**src/rtl/serial_frame_tx.sv**
```systemverilog
// Framed serial transmitter: start bit, WIDTH data bits LSB first, optional even parity, stop bit.
// Every output is a flop; values are precomputed from the next state so sout changes on the bit boundary.
module serial_frame_tx #(
  parameter int WIDTH      = 8,
  parameter int BIT_CYCLES = 4,
  parameter int PARITY_EN  = 0
) (
  input  logic             clk,
  input  logic             rst,
  input  logic [WIDTH-1:0] din,
  input  logic             load,
  output logic             ready,
  output logic             sout,
  output logic             busy,
  output logic             done
);

  localparam int CW = (BIT_CYCLES > 1) ? $clog2(BIT_CYCLES) : 1;
  localparam int BW = (WIDTH > 1) ? $clog2(WIDTH) : 1;
  localparam logic [CW-1:0] CYC_LAST = CW'(BIT_CYCLES - 1);
  localparam logic [BW-1:0] BIT_LAST = BW'(WIDTH - 1);

  typedef enum logic [2:0] {
    IDLE,
    START,
    DATA,
    PARITY,
    STOP
  } state_t;

  state_t           state, state_nxt;
  logic [WIDTH-1:0] shreg, shreg_nxt;
  logic [BW-1:0]    bit_cnt, bit_nxt;
  logic [CW-1:0]    cyc_cnt, cyc_nxt;
  logic             par_bit, par_nxt;
  logic             sout_nxt;
  logic             done_nxt;
  logic             bit_end;

  always_ff @(posedge clk or posedge rst) begin
    if (rst) begin
      state   <= IDLE;
      shreg   <= '0;
      bit_cnt <= '0;
      cyc_cnt <= '0;
      par_bit <= 1'b0;
      sout    <= 1'b1;
      ready   <= 1'b1;
      busy    <= 1'b0;
      done    <= 1'b0;
    end else begin
      state   <= state_nxt;
      shreg   <= shreg_nxt;
      bit_cnt <= bit_nxt;
      cyc_cnt <= cyc_nxt;
      par_bit <= par_nxt;
      sout    <= sout_nxt;
      ready   <= (state_nxt == IDLE);
      busy    <= (state_nxt != IDLE);
      done    <= done_nxt;
    end
  end

  always_comb begin
    state_nxt = state;
    shreg_nxt = shreg;
    bit_nxt   = bit_cnt;
    cyc_nxt   = cyc_cnt;
    par_nxt   = par_bit;
    done_nxt  = 1'b0;
    sout_nxt  = 1'b1;
    bit_end   = (cyc_cnt == CYC_LAST);

    case (state)
      IDLE: begin
        if (load) begin
          shreg_nxt = din;
          par_nxt   = ^din;
          bit_nxt   = '0;
          cyc_nxt   = '0;
          state_nxt = START;
        end
      end
      START: begin
        if (bit_end) begin
          cyc_nxt   = '0;
          bit_nxt   = '0;
          state_nxt = DATA;
        end else begin
          cyc_nxt = cyc_cnt + 1'b1;
        end
      end
      DATA: begin
        if (bit_end) begin
          cyc_nxt   = '0;
          shreg_nxt = shreg >> 1;
          if (bit_cnt == BIT_LAST) begin
            bit_nxt   = '0;
            state_nxt = (PARITY_EN != 0) ? PARITY : STOP;
          end else begin
            bit_nxt = bit_cnt + 1'b1;
          end
        end else begin
          cyc_nxt = cyc_cnt + 1'b1;
        end
      end
      PARITY: begin
        if (bit_end) begin
          cyc_nxt   = '0;
          state_nxt = STOP;
        end else begin
          cyc_nxt = cyc_cnt + 1'b1;
        end
      end
      STOP: begin
        if (bit_end) begin
          cyc_nxt   = '0;
          state_nxt = IDLE;
          done_nxt  = 1'b1;
        end else begin
          cyc_nxt = cyc_cnt + 1'b1;
        end
      end
      default: begin
        state_nxt = IDLE;
      end
    endcase

    // Line level for the upcoming cycle; in DATA the shifted word already holds the next bit in [0].
    case (state_nxt)
      START:   sout_nxt = 1'b0;
      DATA:    sout_nxt = shreg_nxt[0];
      PARITY:  sout_nxt = par_nxt;
      default: sout_nxt = 1'b1;
    endcase
  end

endmodule

```
**config.mk**
```make
export PLATFORM = sky130hd
export DESIGN_NAME = serial_frame_tx
export DESIGN_NICKNAME = d
export VERILOG_FILES = /design/src/rtl/serial_frame_tx.sv
export SDC_FILE = /design/constraint.sdc
export NUM_CORES = 1
export LEC_CHECK = 0
export CAP_MARGIN = 20
export CORE_MARGIN = 8
export CORE_UTILIZATION = 48
export CTS_BUF_LIST = sky130_fd_sc_hd__clkbuf_16
export CTS_CLUSTER_DIAMETER = 120
export CTS_CLUSTER_SIZE = 12
export DETAILED_ROUTE_END_ITERATION = 16
export GPL_ROUTABILITY_DRIVEN = 0
export GPL_TIMING_DRIVEN = 0
export PLACE_DENSITY = 0.74
export SYNTH_ARGS = -nofsm -noshare
export SYNTH_HDL_FRONTEND = slang
export SYNTH_SLANG_ARGS = --single-unit
```
**constraint.sdc**
```tcl
create_clock -name clk -period 1.7 [get_ports clk]
set_input_delay 0.425 -clock clk [delete_from_list [all_inputs] [get_ports clk]]
set_output_delay 0.425 -clock clk [all_outputs]
set_load 0.02 [all_outputs]
```
==> flow_summary.yaml, run 1 <==
route:
  wl_per_cell_um: 13.5
  drtAntennaViolNets: 0
  wirelength_mm: 2.06
  vias: 821
  drtIter0Drc: 24
  drc: 0
  vias_per_cell: 5.37
  dr.pass1.iters: 5
global_route:
  grt_first_pass_wirelength_mm: 3.37
  grtUsageTotal_pct: 10.1
  grt_max_degree: 22
  grt_pass1_vias: 827
  grtUsageMet3_pct: 2.96
  grt-busiest-layer: "met2"
  met1_usage_pct: 10.5
  antenna_found_initial: 0
  grt-ovfl-total: 0
  met2_usage_pct: 18.1
critical_path:
  crit_type: "flop to flop"
  r2r-end: "busy$_DFF_PP0_"
  cp-start-kind: "flop"
  crit_arrival_ns: 1.76
  slowest_delay_ns: 0.40
  worstPathMaxFanout: 8
  end_kind: "flop"
  r2r_cells: 6
  cp_slowest_cell: "dfrtp_1"
  crit_path_start: "cyc_cnt[0]$_DFFE_PP0P_"
  regToRegStartpoint: "cyc_cnt[0]$_DFFE_PP0P_"
  critical_path_required_ns: 1.83
  worstSetupEndpoint: "busy$_DFF_PP0_"
  r2r_slack_ns: 0.07
  worstPathCellList: "ha_2 -> nand3b_1 -> a21boi_2 -> or2_4 -> inv_1 -> or3_1"
logic_synthesis:
  synth_area_mm2: 0.00111
  ys.flop_type: "dfrtp_1"
  synth_async_sr_flop_share_pct: 100
  ys_warn_count: 0
  synth.net_count: 118
  ys_types: 39
  synthCells: 104
  ys_seq_elements: 21
  synth-edff-count: 0
  avgSynthCellArea_um2: 10.6
  yosysSeqAreaShare_pct: 47.7
power:
  p_leak_nw: 0.631
  power_density_mw_per_mm2: 1660
  p_total_mw: 2.34
  peakVddDrop_uv: 1050
layout:
  fillers: 180
  drive_gt1_share_pct: 24.0
  fin_util_pct: 64.3
  seqCellArea_um2: 528
  area_growth_pct: 27.4
  num_antenna_cells: 0
  multi_input_area_um2: 531
  final_nets: 140
clock_tree:
  cts-buffers-inserted: 3
  cts_tree: "built"
  clockRootBuffer: "clkbuf_16"
  clk_pin_slew_ns: 0.06
  holdBufCountCts: 0
  cts.sinks: 21
  h-tree-depth: 1
  clk_path_buf_depth: 2
  clk_latency_ns: 0.25
die:
  dieHeight_um: 64.0
  die_w_um: 64.0
  die_area_mm2: 0.00410
  core_mm2: 0.00219
  io_pins: 15
  rows: 17
  start_util_pct: 50.5
sta:
  slew_headroom_pct: 47.8
  drv_slew: 0
  worst_pin_slew_ns: 0.783
  min_period_over_period_pct: 95.6
  hold_viol_final: 0
  fin_skew_ns: 0.00151
  rsz0062_at_grt: "no"
  period_minus_slack_ns: 1.63
  fmax_mhz: 615
  final-setup-viol-count: 0
  fin_setup_tns_ns: 0
hold_path:
  hold_depth: 1
  min_path_type: "flop to flop"
run:
  maxCapViolCount: 0
placed_design:
  dpl.hpwl_mm: 1.52
  port_buffers: 14
outcome:
  outcome: "finished, final reports clean"
-- area by class of cell --
type | count | share of cell area [%]
inverter | 11 | 2.93
tap | 28 | 2.49
multi-input combinational | 67 | 37.7
timing repair buffer | 17 | 11.5
buffer | 5 | 2.22
sequential | 21 | 37.5
clock inverter | 1 | 0.355
clock buffer | 3 | 5.33
-- report_power, final --
group	internal (mW)	switching (mW)
combinational	0.483	0.533
clock	0.316	0.175
sequential	0.720	0.116
-- per-layer routing --
layer	share of wire [%]	up-vias	wire (µm)
li1	-	411	-
met1	45	383	922
met2	49	22	1000
met3	4.7	5	97
met4	1.9	0	40
met5	0	-	0
-- how the worst min path moves through the flow --
| stage | from | endpoint |
|---|---|---|
| final | cyc_cnt[0]$_DFFE_PP0P_ | cyc_cnt[0]$_DFFE_PP0P_ |
| after global routing | bit_cnt[1]$_DFFE_PP0P_ | bit_cnt[1]$_DFFE_PP0P_ |
| after CTS | cyc_cnt[0]$_DFFE_PP0P_ | cyc_cnt[0]$_DFFE_PP0P_ |
| after detailed placement | cyc_cnt[0]$_DFFE_PP0P_ | cyc_cnt[0]$_DFFE_PP0P_ |
| after global placement | cyc_cnt[0]$_DFFE_PP0P_ | cyc_cnt[0]$_DFFE_PP0P_ |
| after floorplan | rst | bit_cnt[0]$_DFFE_PP0P_ |
-- registers in the layout, indices dropped and copies added, names as in the netlist, 2 cells and up --
register and flops:
state 3, bit_cnt 3, shreg 8, cyc_cnt 2
-- worst max-delay path: cells and delay by family (launching register included) --
family	cells	cell delay, ns
and+or+nand+nor	3	0.60
DFF	1	0.40
AOI/OAI and AO/OA	1	0.21
adders and majority gates	1	0.25
buffers and inverters	1	0.05
-- synthesized netlist by cell type, types with 3 or more instances --
library cell / n / area (µm²)
nor3_1: 4 / 20.0
dfrtp_1: 19 / 475
xnor2_1: 7 / 61.3
o21ai_0: 9 / 45.0
ha_1: 3 / 37.5
inv_1: 11 / 41.3
a22oi_1: 7 / 52.6
buf_2: 3 / 15.0
mux2_2: 3 / 33.8
nand2_1: 3 / 11.3
-- repair_timing --
item	in CTS	in global routing
hold endpoints to repair	0	0
pin swaps	1	0
buffers inserted	3	0
gates resized for setup	5	6
setup endpoints to repair	4	5
-- cell families after synthesis --
| family | after synthesis | share of synthesized area (%) |
|---|---|---|
| multiplexers | 5 | 4.86 |
| adder cells (fa/ha/maj) | 3 | 3.39 |
| XOR/XNOR | 7 | 5.54 |
| buffers and inverters | 16 | 6.45 |
| AO/OA/AOI/OAI | 27 | 16.6 |
| flip-flops | 21 | 47.7 |
| AND/OR/NAND/NOR | 25 | 15.4 |
-- layout by cell type, fill, tap and decap left out, types with 2 or more instances in the layout --
master	n
nor2b_1	2
ha_2	2
buf_4	3
inv_1	11
dfrtp_1	19
nor3_1	4
clkdlybuf4s50_1	11
nor2_1	2
buf_2	3
mux2_2	3
dlygate4sd2_1	2
a22oi_1	6
dfstp_2	2
clkbuf_16	3
o21ai_2	2
o21ai_0	9
xnor2_1	7
a21oi_1	2
and3_1	2
nand2_1	3
-- per-stage QoR --
stage / worst slack [ns] / instance area (µm²) / hold WS [ns] / cells
global placement: -0.294 / 1280 / 0.476 / 146
finish: 0.0749 / 1410 / 0.515 / 153
floorplan: 0.0410 / 1110 / 0.400 / 104
detailed placement: -0.309 / 1280 / 0.495 / 146
global route: 0.000993 / 1410 / 0.535 / 153
CTS: 0.00526 / 1390 / 0.511 / 153
Note: power is estimated with default switching activity, not from simulation.
==> inputs of run 2 (changes only) <==
--- a/config.mk
+++ b/config.mk
@@ -6,6 +6,7 @@
 export NUM_CORES = 1
 export LEC_CHECK = 0
 export CAP_MARGIN = 20
+export CORE_ASPECT_RATIO = 0.6
 export CORE_MARGIN = 8
 export CORE_UTILIZATION = 48
 export CTS_BUF_LIST = sky130_fd_sc_hd__clkbuf_16
@@ -14,7 +15,8 @@
 export DETAILED_ROUTE_END_ITERATION = 16
 export GPL_ROUTABILITY_DRIVEN = 0
 export GPL_TIMING_DRIVEN = 0
-export PLACE_DENSITY = 0.74
+export MAX_ROUTING_LAYER = met4
+export PLACE_DENSITY_LB_ADDON = 0.1
 export SYNTH_ARGS = -nofsm -noshare
 export SYNTH_HDL_FRONTEND = slang
 export SYNTH_SLANG_ARGS = --single-unit
==> run 2 against run 1 <==
Compared with the run above:
- maximum frequency shrank 1.2%
- utilization grew 1.9 points
- combinational power rose by 9%
- largest power group unchanged
==> flow_summary.yaml, run 2 (synthesized netlist as in run 1, its figures left out) <==
sta:
  final-setup-viol-count: 0
  rsz0062_at_grt: "no"
  period_minus_slack_ns: 1.64
  hold_viol_final: 0
  holdWs_ns: 0.523
  min_period_over_period_pct: 96.8
  fmax_mhz: 608
  slew_headroom_pct: 49.1
  worst_pin_slew_ns: 0.763
  drv_slew: 0
  fin_skew_ns: 0.00179
placed_design:
  dp.cells: 148
  port_buffers: 14
  dpl.hpwl_mm: 1.67
layout:
  area_growth_pct: 30.5
  final_nets: 141
  drive_gt1_share_pct: 24.6
  final_common_cell: "dfrtp_1"
  fillers: 185
  seqCellArea_um2: 528
  num_antenna_cells: 0
  reg_top3: "shreg (8), bit_cnt (3), state (3)"
  fin_cells: 156
  final_cell_mix: "dfrtp_1 (19), inv_1 (12), clkdlybuf4s50_1 (11), o21ai_0 (9), xnor2_1 (7)"
  multi_input_area_um2: 557
  largest_reg_flops: 8
  regMostFlops: "shreg"
route:
  wirelength_mm: 2.36
  vias_per_cell: 5.17
  dr.pass1.iters: 4
  drtIter0Drc: 35
  drtAntennaViolNets: 0
  vias: 807
  wl_per_cell_um: 15.1
  drc: 0
critical_path:
  cp-start-kind: "flop"
  end_kind: "flop"
  crit_path_start: "bit_cnt[0]$_DFFE_PP0P_"
  r2r-end: "sout$_DFF_PP1_"
  regToRegStartpoint: "bit_cnt[0]$_DFFE_PP0P_"
  worstPathMaxFanout: 2
  critical_path_required_ns: 1.88
  r2r_cells: 6
  crit_type: "flop to flop"
  r2r_slack_ns: 0.06
  crit_arrival_ns: 1.82
global_route:
  grt_first_pass_wirelength_mm: 3.74
  grtUsageTotal_pct: 12.2
  grt_max_degree: 22
  grtUsageMet3_pct: 4.90
  grt-ovfl-total: 0
  grt_pass1_vias: 784
  met2_usage_pct: 17.5
  grt-busiest-layer: "met2"
  antenna_found_initial: 0
  met1_usage_pct: 15.8
power:
  power.internal_mw: 1.56
  peakVddDrop_uv: 821
  p_total_mw: 2.45
  comb_power_share_pct: 45.5
  swShare_pct: 36.5
  power_density_mw_per_mm2: 1700
  p_leak_nw: 0.637
  switchingPower_mw: 0.895
  seq_power_share_pct: 34.8
  pwr-share-clk_pct: 19.7
clock_tree:
  clk_path_buf_depth: 2
  cts_tree: "built"
  cts.sinks: 21
  holdBufCountCts: 0
  clockRootBuffer: "clkbuf_16"
  clk_pin_slew_ns: 0.05
  clk_latency_ns: 0.25
  cts-buffers-inserted: 3
  h-tree-depth: 1
die:
  die_w_um: 78.0
  start_util_pct: 50.7
  rows: 13
  core_mm2: 0.00218
  die_area_mm2: 0.00415
  dieHeight_um: 53.2
  io_pins: 15
hold_path:
  hold_depth: 2
  min_to: "shreg[0]$_DFF_PP0_"
  min_path_type: "flop to flop"
  hp-start: "shreg[0]$_DFF_PP0_"
run:
  maxCapViolCount: 0
outcome:
  outcome: "finished, final reports clean"
run 2: area by class of cell:
class,count,share of cell area [%]
flip-flops and latches,21,36.6
plain buffers,5,2.17
multi-input cells,67,38.6
clock inverters,1,0.260
well taps,30,2.60
clock buffers,3,5.20
repair buffers,18,11.8
inverters,11,2.86
run 2: worst max-delay path by stage:
stage	endpoint	slack, ns	depth (start not counted)
final	sout$_DFF_PP1_	0.06	6
after detailed placement	sout$_DFF_PP1_	-0.31	5
after floorplan	sout$_DFF_PP1_	0.04	6
after global placement	sout$_DFF_PP1_	-0.34	5
after global routing	busy$_DFF_PP0_	0.01	7
after CTS	sout$_DFF_PP1_	0.008	6
run 2: per-layer routing:
layer / vias up / wire, µm / share of wire (%)
met5: - / 0 / 0
met3: 2 / 108 / 4.6
li1: 413 / - / -
met2: 11 / 1010 / 43
met4: 0 / 15 / 0.64
met1: 381 / 1220 / 52
run 2: timing repair:
action | in CTS | in global routing
endpoints found under the setup margin | 4 | 5
pin swaps | 1 | 4
cloned | 0 | 0
buffers inserted | 2 | 2
gates resized for setup | 8 | 8
run 2: power groups by stage:
stage	clock, mW	combinational, mW	sequential, mW
final	0.483	1.11	0.854
after global routing	0.511	1.24	0.878
after CTS	0.490	1.04	0.842
after floorplan	0	0.696	0.858
after detailed placement	0	0.987	0.845
after global placement	0	0.958	0.833
run 2: critical path: stages (launching register included):
cell      delay [ns]
dfrtp_1         0.38
ha_2            0.19
ha_2            0.17
o21ai_2         0.17
a21boi_2        0.09
or2_4           0.26
o31a_1          0.30
run 2: through the flow:
stage | cell area, µm² | setup slack [ns] | TNS [ns] | utilization [%]
finish | 1440 | 0.0551 | 0 | 66.2
global route | 1440 | 0.00996 | 0 | 66.2
CTS | 1400 | 0.00783 | 0 | 64.2
detailed placement | 1280 | -0.311 | -2.23 | 58.9
global placement | 1280 | -0.335 | -2.25 | 58.9
floorplan | 1110 | 0.0410 | 0 | -
